===== src/rtl/clk_div_ctrl.sv =====
// Run/stop and reconfiguration controller for the toggle-counter clock divider.
// New half-period values are applied only at the end of a full period, so clk_out never glitches.
module clk_div_ctrl #(
  parameter int          CNT_W        = 18,
  parameter int unsigned DEFAULT_HALF = 32'd249999
) (
  input  logic             clk_MHz,
  input  logic             reset,
  input  logic             run,
  input  logic             cfg_valid,
  input  logic [CNT_W-1:0] cfg_half,
  output logic             cfg_ready,
  output logic             cfg_err,
  output logic             clk_out,
  output logic             tick,
  output logic             active,
  output logic [CNT_W-1:0] cur_half
);

  typedef enum logic [1:0] {
    S_IDLE = 2'd0,
    S_RUN  = 2'd1,
    S_STOP = 2'd2
  } state_t;

  state_t           state_r, state_s;
  logic [CNT_W-1:0] cnt_r, cnt_s;
  logic [CNT_W-1:0] cur_half_r, cur_half_s;
  logic [CNT_W-1:0] pend_r, pend_s;
  logic             pend_valid_r, pend_valid_s;
  logic             clk_out_r, clk_out_s;
  logic             tick_r, tick_s;
  logic             cfg_ready_r, cfg_ready_s;
  logic             cfg_err_r, cfg_err_s;

  logic             counting_s;
  logic             term_s;
  logic             bnd_s;
  logic             xfer_s;
  logic             bad_s;
  logic             ok_s;

  assign counting_s = (state_r != S_IDLE);
  assign term_s     = counting_s && (cnt_r == cur_half_r);
  // Full-period boundary: the terminal count reached while clk_out is high.
  assign bnd_s      = term_s && clk_out_r;
  assign xfer_s     = cfg_valid && cfg_ready_r;
  assign bad_s      = xfer_s && (cfg_half == {CNT_W{1'b0}});
  assign ok_s       = xfer_s && !bad_s;

  // State register.
  always_ff @(posedge clk_MHz) begin
    if (reset) begin
      state_r <= S_IDLE;
    end else begin
      state_r <= state_s;
    end
  end

  // Next-state logic: STOP only falls back to IDLE on a period boundary.
  always_comb begin
    state_s = state_r;
    case (state_r)
      S_IDLE:  state_s = run ? S_RUN : S_IDLE;
      S_RUN:   state_s = run ? S_RUN : S_STOP;
      S_STOP: begin
        if (run) begin
          state_s = S_RUN;
        end else if (bnd_s) begin
          state_s = S_IDLE;
        end else begin
          state_s = S_STOP;
        end
      end
      default: state_s = S_IDLE;
    endcase
  end

  // Output/datapath next values: counter, divided clock, handshake and config registers.
  always_comb begin
    cnt_s        = cnt_r;
    clk_out_s    = clk_out_r;
    tick_s       = 1'b0;
    cur_half_s   = cur_half_r;
    pend_s       = pend_r;
    pend_valid_s = pend_valid_r;
    cfg_err_s    = bad_s;
    // Ready stays low for one extra cycle after a pending value is applied.
    cfg_ready_s  = (ok_s && counting_s) ? 1'b0 : !pend_valid_r;
    if (!counting_s) begin
      cnt_s     = {CNT_W{1'b0}};
      clk_out_s = 1'b0;
      if (ok_s) begin
        cur_half_s = cfg_half;
      end else begin
        cur_half_s = cur_half_r;
      end
    end else begin
      if (term_s) begin
        cnt_s     = {CNT_W{1'b0}};
        clk_out_s = !clk_out_r;
        tick_s    = !clk_out_r;
      end else begin
        cnt_s     = cnt_r + CNT_W'(1);
      end
      if (bnd_s && pend_valid_r) begin
        cur_half_s   = pend_r;
        pend_valid_s = 1'b0;
      end else begin
        cur_half_s   = cur_half_r;
      end
      // Captured after the boundary check so a same-cycle transfer waits a full period.
      if (ok_s) begin
        pend_s       = cfg_half;
        pend_valid_s = 1'b1;
      end else begin
        pend_s       = pend_r;
      end
    end
  end

  // Datapath and output registers.
  always_ff @(posedge clk_MHz) begin
    if (reset) begin
      cnt_r        <= {CNT_W{1'b0}};
      clk_out_r    <= 1'b0;
      tick_r       <= 1'b0;
      cur_half_r   <= CNT_W'(DEFAULT_HALF);
      pend_r       <= {CNT_W{1'b0}};
      pend_valid_r <= 1'b0;
      cfg_ready_r  <= 1'b1;
      cfg_err_r    <= 1'b0;
    end else begin
      cnt_r        <= cnt_s;
      clk_out_r    <= clk_out_s;
      tick_r       <= tick_s;
      cur_half_r   <= cur_half_s;
      pend_r       <= pend_s;
      pend_valid_r <= pend_valid_s;
      cfg_ready_r  <= cfg_ready_s;
      cfg_err_r    <= cfg_err_s;
    end
  end

  assign cfg_ready = cfg_ready_r;
  assign cfg_err   = cfg_err_r;
  assign clk_out   = clk_out_r;
  assign tick      = tick_r;
  assign active    = counting_s;
  assign cur_half  = cur_half_r;

endmodule

===== config.mk =====
export PLATFORM = sky130hd
export DESIGN_NAME = clk_div_ctrl
export DESIGN_NICKNAME = d
export VERILOG_FILES = /design/src/rtl/clk_div_ctrl.sv
export SDC_FILE = /design/constraint.sdc
export NUM_CORES = 1
export LEC_CHECK = 0
export ABC_AREA = 0
export CORE_MARGIN = 2
export CORE_UTILIZATION = 35
export CTS_CLUSTER_DIAMETER = 100
export DETAILED_ROUTE_END_ITERATION = 6
export GPL_ROUTABILITY_DRIVEN = 0
export PLACE_DENSITY_LB_ADDON = 0.05
export SYNTH_ARGS = -nofsm -noshare
export SYNTH_HDL_FRONTEND = slang
export SYNTH_SLANG_ARGS = --single-unit

===== constraint.sdc =====
create_clock -name clk_MHz -period 2.4 [get_ports clk_MHz]
set_clock_uncertainty 0.05 [all_clocks]
set_input_delay 0.48 -clock clk_MHz [delete_from_list [all_inputs] [get_ports clk_MHz]]
set_output_delay 0.48 -clock clk_MHz [all_outputs]
set_load 0.01 [all_outputs]

* Word-level counts from Yosys, hierarchy flattened
Cells that the tools add are included.
** Storage, ports and cells
- Register bits :: 61
- Latch bits :: 0
- Memory bits (writable) :: 0
- ROM bits :: 0
- Output and inout port bits :: 23
- Memories kept :: 0
** Operators by class
- $add $sub $neg :: 1
- $mul :: 0
- Divide/modulo/power cells :: 0
- $lt $le $gt $ge :: 0
- Equal/unequal tests :: 4
- Shifts and indexed selects :: 0
- Multiplexer cells :: 11
- Bitwise operators :: 2
- Reductions and logical operators :: 21
** Operators by type and width (count)
- $mux W18 :: 3
- $add A18 B1 Y18 const B :: 1
- $eq A18 B18 Y1 :: 1
- $logic_not A18 Y1 :: 1
- $logic_and A1 B1 Y1 :: 7
- $mux W2 :: 3
- $pmux W2 S3 :: 1
- $reduce_and A2 Y1 :: 3
- $reduce_bool A2 Y1 :: 3
- $reduce_or A3 Y1 :: 2
- $mux W1 :: 4
- $logic_not A1 Y1 :: 3
- $eq A2 B1 Y1 const B :: 1
- $eq A2 B2 Y1 const B :: 1
- $logic_not A2 Y1 :: 1
- $ne A2 B1 Y1 const B :: 1
- $not A1 Y1 :: 2
- $reduce_or A2 Y1 :: 1

* Longest topological paths before layout
Gate-level depths: netlist of run 1.
- Depth after elaboration :: 6
- Mapped depth :: 9

* Worst setup path after synthesis of run 1
OpenSTA, ideal clock, no wires.
- Path type :: input-to-reg
- From :: input cfg_half[13]
- To :: register cur_half_r[0], in the netlist cur_half[0]
- Setup time :: 0.072 ns
- Data arrival time :: 1.895 ns
- Data required time :: 2.278 ns
- Path slack :: 0.384 ns
- Stages on the path :: 5
- Path through :: or4_4 > nor4_4 > nor3_2 > nor2_4 > mux2i_1
** Between the ends
- Cells in the longest elaborated chain, start to end :: 6
** Ends and longest elaborated chain
- start, declared :: line 11 : input logic [CNT_W-1:0] cfg_half,
- $logic_not A18 Y1 :: line 48 : assign bad_s = xfer_s && (cfg_half == {CNT_W{1'b0}});
- $logic_and A1 B1 Y1 :: line 48
- $logic_not A1 Y1 :: line 49 : assign ok_s = xfer_s && !bad_s;
- $logic_and A1 B1 Y1 :: line 49
- $reduce_bool A2 Y1 (no line)
- $reduce_and A2 Y1 (no line)
- end signal, assigned :: line 128 : cur_half_r <= CNT_W'(DEFAULT_HALF);
- end signal, assigned :: line 137 : cur_half_r <= cur_half_s;
- end, declared :: line 28 : logic [CNT_W-1:0] cur_half_r, cur_half_s;
No other way between the ends.
A chain may end at the register's enable or synchronous reset.

* Worst setup path in the final report of run 1
- From :: register state_r[1]
- To :: output active
** Between the ends
- Cells in the longest elaborated chain, start to end :: 1
** Ends and longest elaborated chain
- start, declared :: line 26 : state_t state_r, state_s;
- start signal, assigned :: line 56 : state_r <= state_s;
- $reduce_bool A2 Y1 :: line 43 : assign counting_s = (state_r != S_IDLE);
- end, declared :: line 16 : output logic active,
No other way between the ends.

==> flow_summary.yaml, run 1 <==
place:
  dp_hpwl_um: 4996
  place_ws_ns: -0.1546
  dp.cells: 463
  portBuffers: 44
yosys:
  yosys.area.top_type: "dfxtp_1"
  syn-instance-count: 300
  async_flop_share: 0
  ys_warn_count: 0
  ys.flop_type: "dfxtp_1"
  postSynthAreaPerCell_um2: 9.330
  synth_cell_types: 34
  syn-cell-area_um2: 2799
  ys_seq_area_frac: 0.4363
  yosys-top-cells-area: "dfxtp_1 44%, mux2i_1 13%, xor2_1 9.7%, nor2_1 6.8%, a211oi_1 3.0%"
  synth_top_cell_area_share: 0.4363
  synth-seq-cells: 61
  synth_fp_nets: 323
  synth_edf_count: 0
sta:
  fmax_mhz: 446.6
  drv_slew: 0
  hold_viol: 0
  setup_viol: 0
  tightestPinTransition_ns: 0.6799
  rsz0062_at_grt: "false"
  fin_crit_ns: 2.239
  slew_headroom: 0.5443
  holdWs_ns: 0.4359
  finalCritPeriodShare: 0.9330
  setup_slack_ns: 0.1608
detailed_routing:
  drt_iter0_markers: 65
  postRouteAntennaNets: 0
  drc: 0
  drt-total-wl_um: 6735
  via_per_inst: 4.655
  firstDrtPassIters: 6
  detail_route.wl_per_cell_um: 14.09
  vias: 2225
final_layout:
  syn_to_final_growth_pct: 34.73
  most-common-layout-cells: "61 x dfxtp_1, 50 x nor2_1, 43 x clkdlybuf4s50_1"
  drive_gt1_frac: 0.1463
  final_common_cell: "dfxtp_1"
  antenna-diode-count: 0
  final_cells: 478
  fin_nets: 395
grt:
  antenna_found_initial: 0
  grt_pass1_vias: 2228
  grt_max_degree: 38
  grt_pass1_wl_um: 11240
  track_usage: 0.1667
  overflow: 0
floorplanning:
  fp.coreArea_um2: 7727
  rows: 32
  ios: 45
  die_y_um: 93.43
  dieWidth_um: 93.43
  die_area_um2: 8728
  start_util: 0.3622
worst_setup_path:
  cp_max_fo: 12
  crit_family: "buffers and inverters"
  crit_type: "flop to output pin"
  r2r-start: "state_r[1]"
  cpMaxStageDelayCell: "clkdlybuf4s50_1"
  crit_buf_inv: 2
  r2r-end: "cur_half[11]"
  cp-end-kind: "output pin"
  rrSetupSlack_ns: 0.35
  crit_required_ns: 1.87
  start_kind: "flop"
  path_cells: "nor2_2 -> inv_1 -> clkdlybuf4s50_1"
  critPathMaxStageDelay_ns: 0.61
  arrival_ns: 1.71
  rr_worst_depth: 6
power:
  power.density_nw_per_um2: 608.9
  p_leak_uw: 0.001518
  vdd_drop_max_mv: 0.3103
run:
  cap_violations: 0
clock_network:
  cts_setup_buffers: 0
  path_clk_slew_ns: 0.07
  clock_latency_ns: 0.34
  cts.sinks: 61
  cts_buffers: 9
  cts_tree: "done"
  htreeDepth: 3
  root_buffer: "clkbuf_8"
  cts_hold_buf: 0
  cts_max_path_buffers: 2
  post_cts_resized: 0
worst_hold_path:
  hold_class: "flop to flop"
  min_delay_path_depth: 2
  hp-start: "pend_r[17]"
  holdPathEnd: "pend_r[17]"
run_status:
  status: "completed"
-- report_power, final --
group          leakage [µW]  switching, µW  total [µW]  internal [µW]
sequential         0.000497           40.4        1100           1060
clock             0.0000926            386         839            453
combinational      0.000928            157         358            201
-- routing by layer --
metal / global-route usage / up-vias / share of wire
li1: - / 1175 / -
met4: 0.05882 / 0 / 0.013
met3: 0.05479 / 9 / 0.034
met5: 0 / - / 0
met2: 0.2464 / 37 / 0.44
met1: 0.2265 / 1004 / 0.51
-- flip-flops by register name, summed over array words and instances, names as in the netlist --
register      cells
cfg_ready         1
pend_valid_r      1
state_r           2
cnt_r            18
tick              1
pend_r           18
cfg_err           1
cur_half         18
clk_out           1
-- metrics by stage --
stage / power, µW / TNS [ns] / util / area (µm²)
6_report: 2296 / 0 / 0.4880 / 3771
5_1_grt: 2418 / 0 / 0.4880 / 3771
4_1_cts: 2334 / 0 / 0.4880 / 3771
3_5_place_dp: 1486 / -4.590 / 0.4650 / 3593
3_3_place_gp: 1485 / -3.548 / 0.4650 / 3593
2_1_floorplan: 1286 / 0 / - / 2799
-- worst register-to-register path, cell delays in order (launching register included) --
cell,delay (ns)
dfxtp_1,0.34
nor2_2,0.22
inv_1,0.23
nor3_2,0.64
buf_4,0.26
nor3_1,0.05
nor3b_1,0.17
-- synthesized netlist by cell type (2+ instances only) --
cell type,count
and3_1,2
inv_1,4
and2_1,12
xnor2_1,4
nor4_1,8
nor2_1,51
nor3_1,11
nand2_1,9
nand4_1,3
nor4b_1,2
nand3_1,9
clkbuf_1,10
a211oi_1,11
dfxtp_1,61
o21ai_0,8
mux2i_1,36
nor3b_1,9
xor2_1,31
buf_2,4
-- kinds of logic (layout without fill, tap and decap cells) --
logic type / count (synthesis) / count (layout) / synth area share
simple gates: 124 / 124 / 0.2351
fa+ha+maj: 1 / 1 / 0.004470
mux: 36 / 36 / 0.1287
buf+inv: 21 / 97 / 0.03442
xor+xnor: 35 / 35 / 0.1095
compound gates: 22 / 22 / 0.05141
flops: 61 / 61 / 0.4363
-- how the worst max path moves through the flow --
stage,from,end,slack [ns],cells past startpoint
finish,state_r[1],active,0.16,3
global route,state_r[1],active,0.04,3
CTS,state_r[1],active,0.14,3
detailed placement,cfg_half[13],pend_r[6],-0.15,8
global placement,cfg_half[13],cur_half[8],-0.13,7
floorplan,cfg_half[13],cur_half[0],0.38,5
-- layout make-up --
type | instances | area (µm²)
fillers | 763 | 3956
inverters | 4 | 15.01
well taps | 102 | 127.6
multi-input cells | 218 | 1489
clock buffers | 14 | 172.7
repair buffers | 78 | 740.7
flip-flops and latches | 61 | 1221
clock inverters | 1 | 5.005
Note: power is estimated with default switching activity, not from simulation.
==> run 2, diff against run 1 <==
--- a/config.mk
+++ b/config.mk
@@ -12,6 +12,8 @@
 export DETAILED_ROUTE_END_ITERATION = 6
 export GPL_ROUTABILITY_DRIVEN = 0
 export PLACE_DENSITY_LB_ADDON = 0.05
+export SETUP_SLACK_MARGIN = 0.15
+export SLEW_MARGIN = 10
 export SYNTH_ARGS = -nofsm -noshare
 export SYNTH_HDL_FRONTEND = slang
 export SYNTH_SLANG_ARGS = --single-unit
==> run 2 against run 1 <==
Clock power hardly changed. Critical path depth is 6 higher. First-iteration DRC count is 9.2% higher. Count of clock-buffer cells in the layout stayed put. Via count stayed put. Final cell count stayed put. Routed wire length hardly changed. Sequential power hardly changed. Fmax is 4.7% higher. Worst hold slack hardly changed.
==> flow_summary.yaml, run 2 (same netlist as run 1, synthesis figures left out) <==
detailed_routing:
  drt-total-wl_um: 6736
  firstDrtPassIters: 6
  drc: 0
  via_per_inst: 4.655
  drt_iter0_markers: 71
  postRouteAntennaNets: 0
  vias: 2225
  detail_route.wl_per_cell_um: 14.09
worst_hold_path:
  hold_class: "flop to flop"
  min_delay_path_depth: 2
  hp-start: "pend_r[17]"
  holdPathEnd: "pend_r[17]"
sta:
  fin_crit_ns: 2.139
  setup_viol: 0
  hold_viol: 0
  drv_slew: 0
  finalCritPeriodShare: 0.8911
  fin_tns_setup_ns: 0
  fmax_mhz: 467.6
  setup_slack_ns: 0.2613
  slew_headroom: 0.7067
  rsz0062_at_grt: "false"
  tightestPinTransition_ns: 0.4385
grt:
  antenna_found_initial: 0
  grt_pass1_vias: 2228
  overflow: 0
  track_usage: 0.1667
  grt_max_degree: 38
  grt_pass1_wl_um: 11240
floorplanning:
  ios: 45
  dieWidth_um: 93.43
  start_util: 0.3622
  rows: 32
  die_area_um2: 8728
  fp.coreArea_um2: 7727
  die_y_um: 93.43
clock_network:
  root_buffer: "clkbuf_8"
  cts_buffers: 9
  path_clk_slew_ns: 0.07
  cts_max_path_buffers: 2
  clock_latency_ns: 0.34
  cts_hold_buf: 0
  htreeDepth: 3
  cts_tree: "done"
  cts.sinks: 61
worst_setup_path:
  cp-end-kind: "flop"
  r2r-start: "cur_half[10]"
  start_kind: "input pin"
  crit_required_ns: 2.57
  crit_type: "input pin to flop"
  cp_max_fo: 5
  rr_worst_depth: 7
  arrival_ns: 2.30
  r2r-end: "cur_half[11]"
  rrSetupSlack_ns: 0.36
run_status:
  status: "completed"
final_layout:
  seqCellArea_um2: 1221
  post-route-util: 0.4911
  syn_to_final_growth_pct: 35.58
  fin_nets: 395
  final_common_cell: "dfxtp_1"
  antenna-diode-count: 0
  drive_gt1_frac: 0.1543
  final_cells: 478
  fillers: 759
  most-common-layout-cells: "61 x dfxtp_1, 50 x nor2_1, 41 x clkdlybuf4s50_1"
  multi_input_area_um2: 1508
place:
  dp_hpwl_um: 4996
  portBuffers: 44
  place_ws_ns: -0.1546
  dp.cells: 463
power:
  vdd_drop_max_mv: 0.3094
  p_leak_uw: 0.001534
  power.density_nw_per_um2: 605.4
run:
  cap_violations: 0
[run 2: cell types whose count changed in the layout (fill, tap and decap cells not counted)]
cell | previous run | this run
dlymetal6s2s_1 | 0 | 2
nor4_2 | 0 | 2
nor3_2 | 2 | 1
nor4_1 | 8 | 6
inv_1 | 4 | 3
nor3_4 | 1 | 2
inv_2 | 0 | 1
clkdlybuf4s50_1 | 43 | 41
[run 2: worst max path at each step]
stage,start,to,slack (ns),cells past startpoint
global placement,cfg_half[13],cur_half[8],-0.13,7
global route,cfg_half[9],pend_r[6],0.15,9
finish,cfg_half[9],pend_r[6],0.26,9
detailed placement,cfg_half[13],pend_r[6],-0.15,8
CTS,cfg_half[13],pend_r[6],0.22,8
floorplan,cfg_half[13],cur_half[0],0.38,5
[run 2: timing repair]
item                       CTS  global route
setup buffers                0             0
pin swaps                    0             4
setup endpoints to repair    1            12
resized for setup            1             5
[run 2: worst max-delay path, cell delays in order]
cell             delay, ns
clkdlybuf4s50_1       0.45
nor4_2                0.28
nand3_1               0.15
nor4_4                0.31
buf_4                 0.17
nor3_2                0.07
buf_4                 0.18
mux2i_1               0.15
nor2_1                0.06
[run 2: layout make-up]
type	instances	area share
multi-input combinational	218	0.3973
sequential	61	0.3218
timing repair buffer	78	0.1965
clock buffer	14	0.04550
tap	102	0.03363
inverter	4	0.003956
clock inverter	1	0.001319
[run 2: metal layers]
layer  track usage  wire length [µm]  vias up
met2        0.2464              2986       37
li1              -                 -     1175
met4       0.05882                89        0
met1        0.2265              3429     1004
met3       0.05479               230        9
met5             0                 0        -
[run 2: power breakdown]
group | internal [µW] | leakage (µW) | total (µW) | switching (µW)
sequential | 1060 | 0.000497 | 1100 | 40.3
combinational | 201 | 0.000944 | 361 | 160
clock | 453 | 0.0000926 | 837 | 384
total | 1710 | 0.00153 | 2300 | 584
[run 2: through the flow]
step | cell area (µm²) | power [µW] | hold WS (ns)
after floorplan | 2799 | 1286 | 0.3904
after global placement | 3593 | 1485 | 0.4136
after detailed placement | 3593 | 1486 | 0.4221
after CTS | 3771 | 2334 | 0.4409
after global routing | 3795 | 2421 | 0.4596
final | 3795 | 2297 | 0.4358
==> run 3, diff against run 2 <==
--- a/config.mk
+++ b/config.mk
@@ -8,11 +8,10 @@
 export ABC_AREA = 0
 export CORE_MARGIN = 2
 export CORE_UTILIZATION = 35
-export CTS_CLUSTER_DIAMETER = 100
+export CTS_CLUSTER_DIAMETER = 60
 export DETAILED_ROUTE_END_ITERATION = 6
 export GPL_ROUTABILITY_DRIVEN = 0
 export PLACE_DENSITY_LB_ADDON = 0.05
-export SETUP_SLACK_MARGIN = 0.15
 export SLEW_MARGIN = 10
 export SYNTH_ARGS = -nofsm -noshare
 export SYNTH_HDL_FRONTEND = slang
==> results of run 3 <==
The final DEF is identical to that of run 1; final timing and power are the same.
